--- src/rtl/stream_mux_pkg.sv ---
// stream_mux_pkg: shared mode encoding and round-robin pointer helper for stream_mux
package stream_mux_pkg;

  typedef enum logic {
    MODE_FIXED = 1'b0,
    MODE_RR    = 1'b1
  } mode_e;

  // wrap-around increment that stays correct for non-power-of-two channel counts
  function automatic int unsigned rr_next(int unsigned idx, int unsigned n);
    return (idx + 1 >= n) ? 0 : idx + 1;
  endfunction

endpackage

--- src/rtl/stream_mux_rr_arbiter.sv ---
// rr_arbiter: combinational round-robin grant using a double-width masked priority search
module rr_arbiter #(
  parameter  int N     = 4,
  localparam int SEL_W = $clog2(N)
) (
  input  logic [N-1:0]     req_i,
  input  logic [SEL_W-1:0] ptr_i,
  output logic [SEL_W-1:0] gnt_o,
  output logic             gnt_valid_o
);

  logic [2*N-1:0] dbl;
  logic [2*N-1:0] mask;

  assign dbl  = {req_i, req_i};
  assign mask = ~(((2*N)'(1) << ptr_i) - (2*N)'(1));

  // lowest masked bit wins; the upper copy of the requests supplies the wrap-around
  always_comb begin
    gnt_o       = '0;
    gnt_valid_o = 1'b0;
    for (int j = 2*N-1; j >= 0; j--) begin
      if (dbl[j] && mask[j]) begin
        gnt_valid_o = 1'b1;
        gnt_o       = SEL_W'(j >= N ? j - N : j);
      end
    end
  end

endmodule

--- src/rtl/stream_mux.sv ---
// stream_mux: N-channel valid/ready mux, fixed or round-robin grant, registered output; STREAM_MUX_PKT_LOCK_EN adds packet lock
module stream_mux
  import stream_mux_pkg::*;
#(
  parameter  int WIDTH = 8,
  parameter  int N     = 4,
  localparam int SEL_W = $clog2(N)
) (
  input  logic               i_clk,
  input  logic               i_rst_n,
  input  logic               i_mode,
  input  logic [SEL_W-1:0]   i_sel,
  input  logic [N*WIDTH-1:0] i_data,
  input  logic [N-1:0]       i_valid,
  input  logic [N-1:0]       i_last,
  output logic [N-1:0]       o_ready,
  output logic [WIDTH-1:0]   o_data,
  output logic               o_valid,
  output logic               o_last,
  output logic [SEL_W-1:0]   o_chan,
  input  logic               i_ready
);

  localparam int NP = 2**SEL_W;

  logic             load, acc;
  logic             sel_valid, gnt_valid, rr_valid;
  logic [SEL_W-1:0] sel_gnt, gnt, rr_gnt;
  logic [NP-1:0]    valid_x, last_x;
  logic [WIDTH-1:0] data_x [NP];
  logic             valid_q, valid_d, last_q, last_d;
  logic [WIDTH-1:0] data_q, data_d;
  logic [SEL_W-1:0] chan_q, chan_d, rr_ptr_q, rr_ptr_d;

  // channels padded to a power of two so an out-of-range fixed select indexes safely
  always_comb begin
    valid_x = NP'(i_valid);
    last_x  = NP'(i_last);
    for (int k = 0; k < NP; k++) data_x[k] = '0;
    for (int k = 0; k < N; k++) data_x[k] = i_data[k*WIDTH +: WIDTH];
  end

  rr_arbiter #(.N(N)) u_arb (
    .req_i       (i_valid),
    .ptr_i       (rr_ptr_q),
    .gnt_o       (rr_gnt),
    .gnt_valid_o (rr_valid)
  );

  assign sel_gnt   = mode_e'(i_mode) == MODE_RR ? rr_gnt : i_sel;
  assign sel_valid = mode_e'(i_mode) == MODE_RR ? rr_valid : int'(i_sel) < N;
  assign load      = !valid_q || i_ready;
  assign acc       = i_rst_n && load && gnt_valid && valid_x[gnt];

`ifdef STREAM_MUX_PKT_LOCK_EN
  logic             lock_q, lock_d;
  logic [SEL_W-1:0] lock_chan_q, lock_chan_d;

  assign gnt       = lock_q ? lock_chan_q : sel_gnt;
  assign gnt_valid = lock_q || sel_valid;

  // a non-last beat opens a packet on its channel; the last beat closes it
  always_comb begin
    lock_d      = acc ? !last_x[gnt] : lock_q;
    lock_chan_d = acc ? gnt : lock_chan_q;
  end

  // lock state register
  always_ff @(posedge i_clk) begin
    if (!i_rst_n) begin
      lock_q      <= 1'b0;
      lock_chan_q <= '0;
    end else begin
      lock_q      <= lock_d;
      lock_chan_q <= lock_chan_d;
    end
  end
`else
  assign gnt       = sel_gnt;
  assign gnt_valid = sel_valid;
`endif

  // only the granted channel sees ready, and only when the output can take a beat
  always_comb begin
    for (int k = 0; k < N; k++) o_ready[k] = i_rst_n && load && gnt_valid && gnt == SEL_W'(k);
  end

  // output stage loads on accept, empties on drain, otherwise holds
  always_comb begin
    valid_d  = acc ? 1'b1 : i_ready ? 1'b0 : valid_q;
    data_d   = acc ? data_x[gnt] : data_q;
    last_d   = acc ? last_x[gnt] : last_q;
    chan_d   = acc ? gnt : chan_q;
    rr_ptr_d = acc ? SEL_W'(rr_next(32'(gnt), N)) : rr_ptr_q;
  end

  // output and pointer registers
  always_ff @(posedge i_clk) begin
    if (!i_rst_n) begin
      valid_q  <= 1'b0;
      data_q   <= '0;
      last_q   <= 1'b0;
      chan_q   <= '0;
      rr_ptr_q <= '0;
    end else begin
      valid_q  <= valid_d;
      data_q   <= data_d;
      last_q   <= last_d;
      chan_q   <= chan_d;
      rr_ptr_q <= rr_ptr_d;
    end
  end

  assign o_valid = valid_q;
  assign o_data  = data_q;
  assign o_last  = last_q;
  assign o_chan  = chan_q;

endmodule

--- config.mk ---
export PLATFORM = sky130hd
export DESIGN_NAME = stream_mux
export DESIGN_NICKNAME = d
export VERILOG_FILES = /design/src/rtl/stream_mux_pkg.sv /design/src/rtl/stream_mux_rr_arbiter.sv /design/src/rtl/stream_mux.sv
export SDC_FILE = /design/constraint.sdc
export NUM_CORES = 1
export LEC_CHECK = 0
export BUFFER_PORTS_ARGS = -buffer_cell sky130_fd_sc_hd__buf_2
export CAP_MARGIN = 15
export CELL_PAD_IN_SITES_DETAIL_PLACEMENT = 0
export CELL_PAD_IN_SITES_GLOBAL_PLACEMENT = 1
export CORE_ASPECT_RATIO = 0.5
export CORE_UTILIZATION = 30
export CTS_CLUSTER_DIAMETER = 30
export DETAILED_ROUTE_END_ITERATION = 12
export PLACE_DENSITY = 0.77
export SKIP_CTS_REPAIR_TIMING = 1
export SLEW_MARGIN = 25
export SYNTH_ARGS = -nofsm -noshare
export SYNTH_HDL_FRONTEND = slang
export SYNTH_SLANG_ARGS = --single-unit
--- constraint.sdc ---
create_clock -name i_clk -period 2.99 [get_ports i_clk]
set_input_delay 0.299 -clock i_clk [delete_from_list [all_inputs] [get_ports i_clk]]
set_output_delay 0.299 -clock i_clk [all_outputs]
set_load 0.01 [all_outputs]
# Word-level counts from Yosys, hierarchy flattened
# Index checks and enable logic that the tools add are counted.
[totals]
ff_bits = 14
in_bits = 46
elab_cells = 63
[classes]
n_addsub = 2
magnitude_cmp = 3
eq_ne = 3
n_shift = 1
n_mux = 28
n_bitwise = 2
reduce_logical = 19
[ops]
columns = ["cell", "n"]
rows = [
  ["2-bit 2-to-1 mux", 10],
  ["8-bit binary-select mux with 2-bit select", 1],
  ["8-bit 2-to-1 mux", 2],
  ["1-bit logical AND", 15],
  ["1-bit 2-to-1 mux", 13],
  ["8-bit NOT", 1],
  ["1-bit by 2-bit left shift with 8-bit output, first input constant", 1],
  ["8-bit by 2-bit subtractor with 8-bit output, second input constant", 1],
  ["3-bit >= comparator, second input constant", 2],
  ["1-bit binary-select mux with 2-bit select", 2],
  ["2-bit equality test, second input constant", 2],
  ["2-bit by 1-bit adder with 3-bit output, second input constant", 1],
  ["2-bit by 3-bit < comparator with 1-bit output, second input constant", 1],
  ["2-bit NOT with 3-bit output", 1],
  ["2-bit by 1-bit equality test with 1-bit output, second input constant", 1],
  ["2-bit logical NOT", 1],
  ["2-bit nonzero test", 1],
  ["1-bit logical NOT", 1],
  ["1-bit logical OR", 1],
]

# Depth between registers and ports, before layout
# Gate-level depths: netlist of run 1.
[logic_depth]
depth_word = 17
mapped_depth = 11
mapped_depth_nobuf = 10

# Hierarchy
# Synthesis of run 1 repeated with hierarchy kept, for this count alone.
[hier_totals]
cells_unflattened = 139
hier_area_um2 = 1209.9
[by_module_without_submodules]
columns = ["module", "n_inst", "cells_per_inst", "area_each_um2"]
rows = [
  ["stream_mux", 1, 120, 1081.0],
  ["rr_arbiter", 1, 19, 128.9],
]

# Worst setup path after synthesis of run 1
# No wires, ideal clock.
[synth_path]
kind = "flip-flop to output port"
startpoint = "reg rr_ptr_q[0]"
endpoint = "out o_ready[1]"
t_arrival_ps = 1981
required_time_ps = 2691
slack_ps = 710
stages_incl_launch_ff = 10
n_path_buf = 1
cell_sequence = "dfxtp_1 > or2_2 > ha_1 > nor3b_1 > o21ai_0 > a21o_1 > nand2_1 > clkbuf_1 > ha_1 > and2_1"
[synth_between]
elab_chain_len = 15
elab_cells_between_ends = 32
cone_classes = "1 x add/sub; 1 x eq/ne; 1 x shift; 18 x mux; 1 x bitwise; 10 x reduce/logical"
[synth_lines]
columns = ["item", "line_no", "rtl"]
rows = [
  ["from (decl)", "stream_mux.sv:33", "logic [SEL_W-1:0] chan_q, chan_d, rr_ptr_q, rr_ptr_d;"],
  ["from (signal assigned)", "stream_mux.sv:110", "rr_ptr_q <= rr_ptr_d;"],
  ["1-bit by 2-bit left shift with 8-bit output (*)", "stream_mux_rr_arbiter.sv:16", "assign mask = ~(((2*N)'(1) << ptr_i) - (2*N)'(1));"],
  ["8-bit by 2-bit subtractor with 8-bit output (*)", "stream_mux_rr_arbiter.sv:16", ""],
  ["8-bit NOT (*)", "stream_mux_rr_arbiter.sv:16", ""],
  ["1-bit logical AND", "stream_mux_rr_arbiter.sv:23", "if (dbl[j] && mask[j]) begin"],
  ["2-bit 2-to-1 mux (7 in a row)", "stream_mux_rr_arbiter.sv:23", ""],
  ["2-bit 2-to-1 mux (*)", "stream_mux_rr_arbiter.sv:23", ""],
  ["2-bit 2-to-1 mux (*)", "stream_mux.sv:50", "assign sel_gnt = mode_e'(i_mode) == MODE_RR ? rr_gnt : i_sel;"],
  ["named net gnt[0]", "stream_mux.sv:28", "logic [SEL_W-1:0] sel_gnt, gnt, rr_gnt;"],
  ["2-bit by 1-bit equality test with 1-bit output (*)", "stream_mux.sv:85", "for (int k = 0; k < N; k++) o_ready[k] = i_rst_n && load && gnt_valid && gnt == SEL_W'(k);"],
  ["1-bit logical AND (*)", "stream_mux.sv:85", ""],
  ["to (decl)", "stream_mux.sv:16", "output logic [N-1:0] o_ready,"],
]
# Mark *: on every way through the listed nets, which the timed path passes. The rest lies on a longest branch.

# Worst setup path after layout of run 1
[layout_path]
startpoint = "reg rr_ptr_q[1]"
endpoint = "out o_ready[2]"
[layout_between]
elab_chain_len = 15
elab_cells_between_ends = 32
cone_classes = "1 x add/sub; 1 x eq/ne; 1 x shift; 18 x mux; 1 x bitwise; 10 x reduce/logical"
[layout_lines]
columns = ["item", "line_no"]
rows = [
  ["1-bit by 2-bit left shift with 8-bit output (*)", "stream_mux_rr_arbiter.sv:16"],
  ["8-bit by 2-bit subtractor with 8-bit output (*)", "stream_mux_rr_arbiter.sv:16"],
  ["8-bit NOT (*)", "stream_mux_rr_arbiter.sv:16"],
  ["1-bit logical AND", "stream_mux_rr_arbiter.sv:23"],
  ["2-bit 2-to-1 mux or 1-bit 2-to-1 mux (tied branches) (8 in a row)", "stream_mux_rr_arbiter.sv:23"],
  ["2-bit 2-to-1 mux or 1-bit 2-to-1 mux (tied branches)", "stream_mux.sv:50, stream_mux.sv:51"],
  ["2-bit equality test or 1-bit logical AND (tied branches)", "stream_mux.sv:85"],
  ["1-bit logical AND (*)", "stream_mux.sv:85"],
]
# Mark *: on every way between the ends. The rest lies on a longest branch, timed or not.

==> results of run 1 <==
==> logic make-up after synthesis <==
kind of cell / count (synthesis) / share of synthesized area [%]
fa+ha+maj: 5 / 5.42
compound gates: 56 / 32.8
flops: 14 / 24.3
simple gates: 75 / 32.1
buf+inv: 12 / 4.55
mux: 1 / 0.867
==> per-stage QoR <==
stage / hold WS [ps] / cells / util (%) / setup WS (ps) / total power [mW]
floorplan: 452 / 163 / - / 710 / 0.395
global placement: 459 / 268 / 42.2 / 361 / 0.475
detailed placement: 461 / 268 / 42.2 / 284 / 0.480
CTS: 378 / 271 / 43.4 / 27.3 / 0.628
global route: 383 / 271 / 43.5 / 94.5 / 0.670
finish: 374 / 271 / 43.5 / 258 / 0.619
==> registers in the layout (all words and copies together) (netlist names) <==
| register | count |
|---|---|
| o_chan | 2 |
| o_data | 8 |
| o_last | 1 |
| o_valid | 1 |
| rr_ptr_q | 2 |
==> synthesized netlist by cell type (2+ instances only) <==
| library cell | number | share of area (%) |
|---|---|---|
| and2_1 | 4 | 2.2 |
| o21ai_1 | 9 | 3.9 |
| a211o_1 | 2 | 1.5 |
| a21oi_1 | 21 | 9.1 |
| ha_1 | 5 | 5.4 |
| nand3_1 | 2 | 0.87 |
| nand2_1 | 41 | 13 |
| buf_2 | 3 | 1.3 |
| a21boi_1 | 12 | 7.8 |
| dfxtp_1 | 14 | 24 |
| nand2b_1 | 15 | 8.1 |
| nor2b_1 | 5 | 2.7 |
| clkbuf_1 | 5 | 1.6 |
| o21ai_0 | 2 | 0.87 |
| nand4b_1 | 2 | 1.5 |
| inv_2 | 3 | 0.98 |
==> area by class of cell <==
| cell class | count | area (sq um) | share of cell area, % |
|---|---|---|---|
| multi-input combinational | 137 | 825 | 53.4 |
| timing repair buffer | 63 | 320 | 20.7 |
| sequential | 14 | 280 | 18.2 |
| tap | 51 | 63.8 | 4.13 |
| clock buffer | 3 | 41.3 | 2.67 |
| inverter | 3 | 13.8 | 0.891 |
==> worst register-to-register path, delay by kind of cell (launching register included) <==
kind | cells | cell delay (ps)
buf+inv | 2 | 460
flops | 1 | 360
compound gates | 5 | 990
fa+ha+maj | 1 | 190
simple gates | 3 | 540
==> layer usage <==
layer,vias up,track usage (%)
li1,672,-
met1,587,16.0
met2,27,30.3
met3,0,3.50
met4,0,3.28
met5,-,0
==> report_power, final <==
part | switching [mW] | internal [mW] | total [mW] | leakage [nW]
clock network | 0.0564 | 0.0886 | 0.145 | 0.0216
logic | 0.142 | 0.113 | 0.255 | 0.606
registers | 0.0120 | 0.206 | 0.218 | 0.114
==> path summary, 6_finish.rpt <==
check        depth (start not counted)  slack [ps]         end
max reg2reg                         11         380   o_data[3]
max                                 10         260  o_ready[2]
min                                  3         370     o_valid
min reg2reg                          2         470   o_data[5]
==> flow_summary_export.csv, run 1 <==
group,metric,value,unit
floorplanning,core.rowCount,15,
placement,hpwl,2390,microns
setup_path,start_kind,"flip-flop",
route,routedLengthMet1,1350,microns
clocking,cts_buffer_depth,2,
sta,slew_violations,0,
clocking,h-tree-depth,1,
power,ir_drop,149,uV
route,finalWirelength,2970,microns
route,highest_layer,"met3",
grt,grt_start_max_net_pins,24,
cells_and_area,final_area,0.00154,sq mm
sta,finClkSkew,2.26,ps
route,wl_met2,1510,microns
logic_synthesis,yosysUniqueCellTypes,34,
cells_and_area,final_common_cell,"buf_2",
setup_path,path_cells,"or2_2 -> ha_1 -> nor3b_1 -> o21ai_0 -> a21o_1 -> nand2_2 -> inv_4 -> ha_1 -> and2_1 -> buf_2",
hold_path,hold_start,"i_ready",
logic_synthesis,synth_nets,214,
route,drtPass1Iterations,4,
route,via_per_inst,4.75,
sta,setup_violations,0,
setup_path,crit_path_frequent_cell,"ha_1",
floorplanning,fp.dieW,89.7,microns
clocking,clk_pin_slew,50,ps
setup_path,setup.worst_path.start,"rr_ptr_q[1]",
placement,io_buffers,61,
logic_synthesis,netlist_area,0.00115,sq mm
sta,relSlewSlack,74.8,%
logic_synthesis,syn_inst,163,
setup_path,crit_slowest_cell,"dfxtp_1",
clocking,clk_latency,240,ps
logic_synthesis,synth_seq_cells,14,
route,drc,0,
cells_and_area,fill_cells,385,
setup_path,slowest_delay,360,ps
logic_synthesis,synth.yosys.warnings,0,
logic_synthesis,ys_seq_area_share,24.3,%
sta,finalCritPeriodShare,91.4,%
sta,rsz0062_at_grt,"false",
route,wl_met3,99,microns
setup_path,critPathTopFamily,"simple AND/OR/NAND/NOR gates",
floorplanning,start_util,32.6,%
logic_synthesis,synth.avg_cell_area,7.09,sq um
logic_synthesis,synth-edff-count,0,
setup_path,r2r-start,"rr_ptr_q[1]",
power,power_density,401,mW/mm^2
sta,fin_tns_setup,0,ps
setup_path,critPathRequiredTime,2690,ps
floorplanning,num_io_pins,62,
grt,grt_use_total,14.7,%
floorplanning,die_area,0.00412,sq mm
grt,grt-ovfl-total,0,
setup_path,cp_max_fo,13,
sta,hold_viol,0,
logic_synthesis,async_flop_share,0,%
clocking,clkSinkCount,14,
setup_path,crit_type,"flip-flop to primary output",
floorplanning,core,0.00355,sq mm
sta,worst_pin_slew,377,ps
sta,layout_min_cycle_time,2730,ps
route,first_iter_violations,48,
clocking,clock-root-buffer,"clkbuf_8",
grt,antenna_found_initial,0,
status,status,"completed",
logic_synthesis,ys.flop_type,"dfxtp_1",
setup_path,worstPathArrival,2430,ps
power,p_leak,0.742,nW
setup_path,cp-end-kind,"primary output",
route,via_count,1286,
grt,grt_pass1_wl,4820,microns
clocking,cts_tree,"yes",
cells_and_area,area_growth,33.7,%
placement,dpl_cell_area,0.00150,sq mm
placement,place_congestion,0.796,
job,cap_violations,0,
grt,grt_pass1_vias,1190,
setup_path,crit_buf_inv,2,
cells_and_area,antenna_cells,0,
route,ant_nets,0,
hold_path,hp-class,"input port to flip-flop",
route,wl_per_cell,10.9,microns
cells_and_area,drive_above_1_share,34.1,%
cells_and_area,fin_nets,273,
floorplanning,die_h,45.9,microns
clocking,cts_buffers,3,
cells_and_area,mostFrequentLayoutCells,"buf_2, nand2_1, a21oi_1",
sta,timing.fmax,0.366,GHz
Note: power is estimated with default switching activity, not from simulation.
==> inputs of run 2 (changes only) <==
CORE_UTILIZATION = 32   (was 30)
SYNTH_HIERARCHICAL = 1   (was default)
==> run 2 against run 1 <==
  * Count of clock-buffer cells in the layout up 1
  * Clock skew down 1.9 ps
  * Cell area up 3.1%
  * Utilization up 1.6 points
  * Largest cell class unchanged
  * Sequential power about the same
  * Register-to-register slack worse by 190 ps
  * Maximum frequency down 2.3%
  * Via count down 0.93%
  * Largest power group unchanged
  * Sequential share of layout area down 0.54 points
  * Setup slack worse by 65 ps
  * Critical path type is now flip-flop to flip-flop
  * Global-route usage up 0.47 points
  * Synthesized area up 4.8%
==> flow_summary_export.csv, run 2 <==
group,metric,value,unit
hold_path,hp-class,"input port to flip-flop",
sta,setup_slack,193,ps
route,drtPass1Iterations,4,
logic_synthesis,netlist_area,0.00121,sq mm
logic_synthesis,ys_seq_area_share,23.2,%
power,p_leak,0.737,nW
power,power.total,0.676,mW
route,ant_nets,0,
cells_and_area,final_common_cell,"buf_2",
placement,dpl.cell_count,243,
setup_path,crit_slowest_cell,"o221ai_2",
setup_path,r2r-start,"rr_ptr_q[1]",
logic_synthesis,ys.flop_type,"dfxtp_1",
grt,grt_pass1_vias,1146,
setup_path,reg2reg_depth,11,
sta,hold_viol,0,
route,via_count,1274,
sta,timing.fmax,0.358,GHz
setup_path,regToRegSetupSlack,190,ps
setup_path,reg2reg_to,"o_chan[1]",
clocking,cts_buffers,3,
sta,layout_min_cycle_time,2800,ps
clocking,h-tree-depth,1,
floorplanning,die_area,0.00405,sq mm
sta,worst_pin_slew,697,ps
placement,hpwl,2410,microns
sta,fin_hold_ws,339,ps
clocking,clk_latency,240,ps
logic_synthesis,synth_seq_cells,14,
clocking,cts_buffer_depth,2,
sta,rsz0062_at_grt,"false",
logic_synthesis,synthTopCellsByCount,"a21oi_1, dfxtp_1, mux2i_1, nand2_1, o21ai_0",
placement,dp_slack,286,ps
floorplanning,num_io_pins,62,
job,cap_violations,0,
grt,grt_start_max_net_pins,23,
cells_and_area,largest_reg_flops,8,
logic_synthesis,syn_inst,139,
setup_path,critPathRequiredTime,3140,ps
power,ir_drop,151,uV
cells_and_area,fin_cells,247,
setup_path,cp_max_fo,15,
setup_path,endpoint,"o_chan[1]",
setup_path,setup.worst_path.start,"rr_ptr_q[1]",
logic_synthesis,yosysMostFrequentCell,"a21oi_1",
cells_and_area,fin_nets,248,
sta,fin_tns_setup,0,ps
cells_and_area,final_util,45.1,%
setup_path,slowest_delay,550,ps
status,status,"completed",
floorplanning,core.rowCount,15,
setup_path,crit_path_frequent_cell,"inv_1",
setup_path,start_kind,"flip-flop",
placement,place_congestion,0.719,
clocking,clk_pin_slew,60,ps
grt,grt_pass1_wl,4750,microns
cells_and_area,drive_above_1_share,44.4,%
sta,finClkSkew,0.386,ps
route,finalWirelength,3030,microns
logic_synthesis,synthTopCellsByArea,"dfxtp_1, mux2_2, mux2i_1",
sta,slew_violations,0,
setup_path,cp-end-kind,"flip-flop",
floorplanning,die_h,45.5,microns
placement,io_buffers,61,
cells_and_area,area_growth,31.5,%
logic_synthesis,synth.yosys.warnings,6,
sta,relSlewSlack,53.5,%
clocking,clock-root-buffer,"clkbuf_8",
logic_synthesis,yosysUniqueCellTypes,42,
logic_synthesis,synth.largest_area_cell,"dfxtp_1",
cells_and_area,final_area,0.00159,sq mm
logic_synthesis,async_flop_share,0,%
route,via_per_inst,5.16,
logic_synthesis,synth-edff-count,0,
sta,setup_violations,0,
clocking,cts_tree,"yes",
grt,grt-ovfl-total,0,
setup_path,crit_type,"flip-flop to flip-flop",
cells_and_area,antenna_cells,0,
logic_synthesis,synth.avg_cell_area,8.70,sq um
setup_path,worstPathArrival,2950,ps
placement,dpl_cell_area,0.00153,sq mm
grt,antenna_found_initial,0,
route,wl_per_cell,12.3,microns
route,first_iter_violations,45,
route,drc,0,
floorplanning,start_util,34.3,%
logic_synthesis,synth_nets,190,
clocking,clkSinkCount,14,
floorplanning,fp.dieW,89.0,microns
cells_and_area,mostFrequentLayoutCells,"buf_2, a21oi_1, dfxtp_1",
setup_path,path_cells,"nor2_1 -> inv_1 -> ha_1 -> inv_1 -> o221ai_1 -> o2bb2ai_1 -> and2b_1 -> o32a_1 -> o221ai_2 -> a21oi_1 -> a311oi_1",
sta,finalCritPeriodShare,93.5,%
grt,grt_use_total,15.2,%
logic_synthesis,synth_top_area_share,23.2,%
floorplanning,core,0.00353,sq mm
power,power_density,425,mW/mm^2
run 2: cell families after synthesis:
logic type | synth area share (%)
adder cells (fa/ha/maj) | 5.17
AND/OR/NAND/NOR | 14.4
flip-flops | 23.2
buffers and inverters | 7.86
AO/OA/AOI/OAI | 30.9
multiplexers | 18.5
run 2: power by group:
part | internal (mW) | leakage [nW] | switching [mW]
sequential | 0.206 | 0.114 | 0.0124
clock | 0.116 | 0.0288 | 0.0638
combinational | 0.126 | 0.594 | 0.151
run 2: worst max-delay path: cells and delay by family (launching register included):
family | cells | cell delay, ps
adders and majority gates | 1 | 310
and+or+nand+nor | 2 | 420
AOI/OAI and AO/OA | 6 | 1480
DFF | 1 | 370
buffers and inverters | 2 | 130
run 2: final cells by class:
cell class              instances  area [sq um]
clock buffers                   4          55.1
fillers                       395          1940
inverters                       6          27.5
multi-input cells             109           845
flip-flops and latches         14           280
well taps                      51          63.8
repair buffers                 63           320
run 2: worst min-delay path by stage:
stage | startpoint | end | slack, ps | cells past startpoint
3_5_place_dp | o_data[2] | o_data[2] | 470 | 2
5_1_grt | i_ready | o_valid | 360 | 3
6_report | i_ready | o_valid | 340 | 3
3_3_place_gp | o_data[5] | o_data[5] | 470 | 2
2_1_floorplan | i_rst_n | rr_ptr_q[1] | 480 | 2
4_1_cts | i_ready | o_valid | 350 | 3
run 2: metal layers:
layer / routed length, microns / up-vias / GRT usage [%]
met2: 1540 / 35 / 29.8
li1: - / 642 / -
met1: 1340 / 597 / 17.8
met5: 0 / - / 0
met3: 148 / 0 / 3.26
met4: 0 / 0 / 1.90
==> inputs of run 3 (changes only) <==
==> constraint.sdc (replaced) <==
create_clock -name i_clk -period 2.99 [get_ports i_clk]
set_input_delay 0.598 -clock i_clk [delete_from_list [all_inputs] [get_ports i_clk]]
set_output_delay 0.598 -clock i_clk [all_outputs]
set_load 0.01 [all_outputs]
==> run 3 against run 2 <==
  * Power rose by 0.28%
  * Maximum frequency fell by 2.2%
  * Register-to-register slack improved by 160 ps
  * Cell count rose by 0.40%
  * Sequential power barely moved
  * Sequential share of layout area fell by 0.11 points
  * Hold slack improved by 140 ps
  * Count of clock-buffer cells in the layout did not move
  * Largest power group unchanged
  * Highest routed layer unchanged
==> flow_summary_export.csv, run 3 (synthesized netlist as in run 2, its figures left out) <==
group,metric,value,unit
route,via_count,1252,
grt,antenna_found_initial,0,
setup_path,crit_type,"flip-flop to primary output",
route,finalWirelength,3000,microns
route,drc,0,
floorplanning,start_util,34.3,%
setup_path,cp_max_fo,8,
floorplanning,fp.dieW,89.0,microns
clocking,clk_latency,240,ps
power,p_leak,0.743,nW
cells_and_area,drive_above_1_share,45.2,%
sta,setup_slack,131,ps
sta,finClkSkew,1.34,ps
cells_and_area,final_common_cell,"buf_2",
floorplanning,core,0.00353,sq mm
hold_path,hp-class,"flip-flop to flip-flop",
placement,dpl.cell_count,243,
floorplanning,die_area,0.00405,sq mm
clocking,h-tree-depth,1,
grt,grt_pass1_wl,5040,microns
status,status,"completed",
route,first_iter_violations,30,
sta,hold_viol,0,
cells_and_area,area_growth,32.4,%
cells_and_area,antenna_cells,0,
route,wl_per_cell,12.1,microns
grt,grt_pass1_vias,1161,
route,drtPass1Iterations,4,
cells_and_area,fin_cells,248,
sta,timing.fmax,0.350,GHz
clocking,clkSinkCount,14,
setup_path,critPathRequiredTime,2390,ps
route,via_per_inst,5.05,
grt,grt_start_max_net_pins,20,
setup_path,cp-end-kind,"primary output",
sta,setup_violations,0,
setup_path,worstPathArrival,2260,ps
cells_and_area,final_area,0.00160,sq mm
power,ir_drop,204,uV
clocking,clock-root-buffer,"clkbuf_8",
clocking,clk_pin_slew,60,ps
sta,worst_pin_slew,672,ps
placement,io_buffers,61,
cells_and_area,largest_reg_flops,8,
floorplanning,core.rowCount,15,
placement,dp_slack,273,ps
cells_and_area,multi_input_comb_area,847,sq um
floorplanning,num_io_pins,62,
sta,slew_violations,0,
sta,layout_min_cycle_time,2860,ps
sta,relSlewSlack,55.2,%
cells_and_area,final_util,45.4,%
placement,place_congestion,0.890,
placement,dpl_cell_area,0.00153,sq mm
placement,hpwl,2390,microns
power,power_density,423,mW/mm^2
cells_and_area,fin_nets,249,
cells_and_area,mostFrequentLayoutCells,"buf_2, a21oi_1, dfxtp_1",
cells_and_area,fill_cells,376,
power,power.total,0.678,mW
cells_and_area,regArea,280,sq um
floorplanning,die_h,45.5,microns
route,ant_nets,0,
clocking,cts_tree,"yes",
grt,grt_use_total,16.1,%
clocking,cts_buffers,3,
clocking,cts_buffer_depth,2,
grt,grt-ovfl-total,0,
job,cap_violations,0,
sta,finalCritPeriodShare,95.6,%
setup_path,start_kind,"flip-flop",
## run 3: power by group
group / internal [mW] / total [mW] / leakage, nW / switching (mW)
clock network: 0.116 / 0.180 / 0.0288 / 0.0631
registers: 0.206 / 0.219 / 0.114 / 0.0125
logic: 0.128 / 0.279 / 0.600 / 0.151
## run 3: final cells by class
class	count	share of cell area (%)
Clock buffer	4	3.44
Inverter	6	1.72
Multi-Input combinational cell	109	52.9
Sequential cell	14	17.5
Tap cell	51	3.98
Timing Repair Buffer	64	20.5
## run 3: path summary, 6_finish.rpt
path | startpoint | endpoint | slack [ps] | depth (start not counted)
max reg2reg | rr_ptr_q[1] | o_chan[0] | 350 | 11
min | o_data[3] | o_data[3] | 480 | 2
min reg2reg | o_data[3] | o_data[3] | 480 | 2
max | rr_ptr_q[1] | o_ready[3] | 130 | 9
## run 3: per-layer routing
metal / wire length [microns] / track usage [%] / vias up
met5: 0 / 0 / -
met4: 0 / 0.952 / 0
met3: 89 / 2.72 / 0
met2: 1550 / 30.8 / 23
met1: 1360 / 20.2 / 589
li1: - / - / 640
## run 3: critical path, cell delays in order, from the launching register on
cell and delay, ps:
dfxtp_1 370, nor2_2 170, inv_1 60, ha_1 290, a221oi_1 460, mux2i_2 190, inv_1 110, ha_1 150
and2_1 110, buf_2 120
## run 3: per-stage QoR
| stage | TNS, ps | hold slack, ps |
|---|---|---|
| after floorplan | 0 | 499 |
| after global placement | 0 | 466 |
| after detailed placement | 0 | 470 |
| after CTS | 0 | 478 |
| after global routing | -0.357 | 503 |
| final | 0 | 475 |
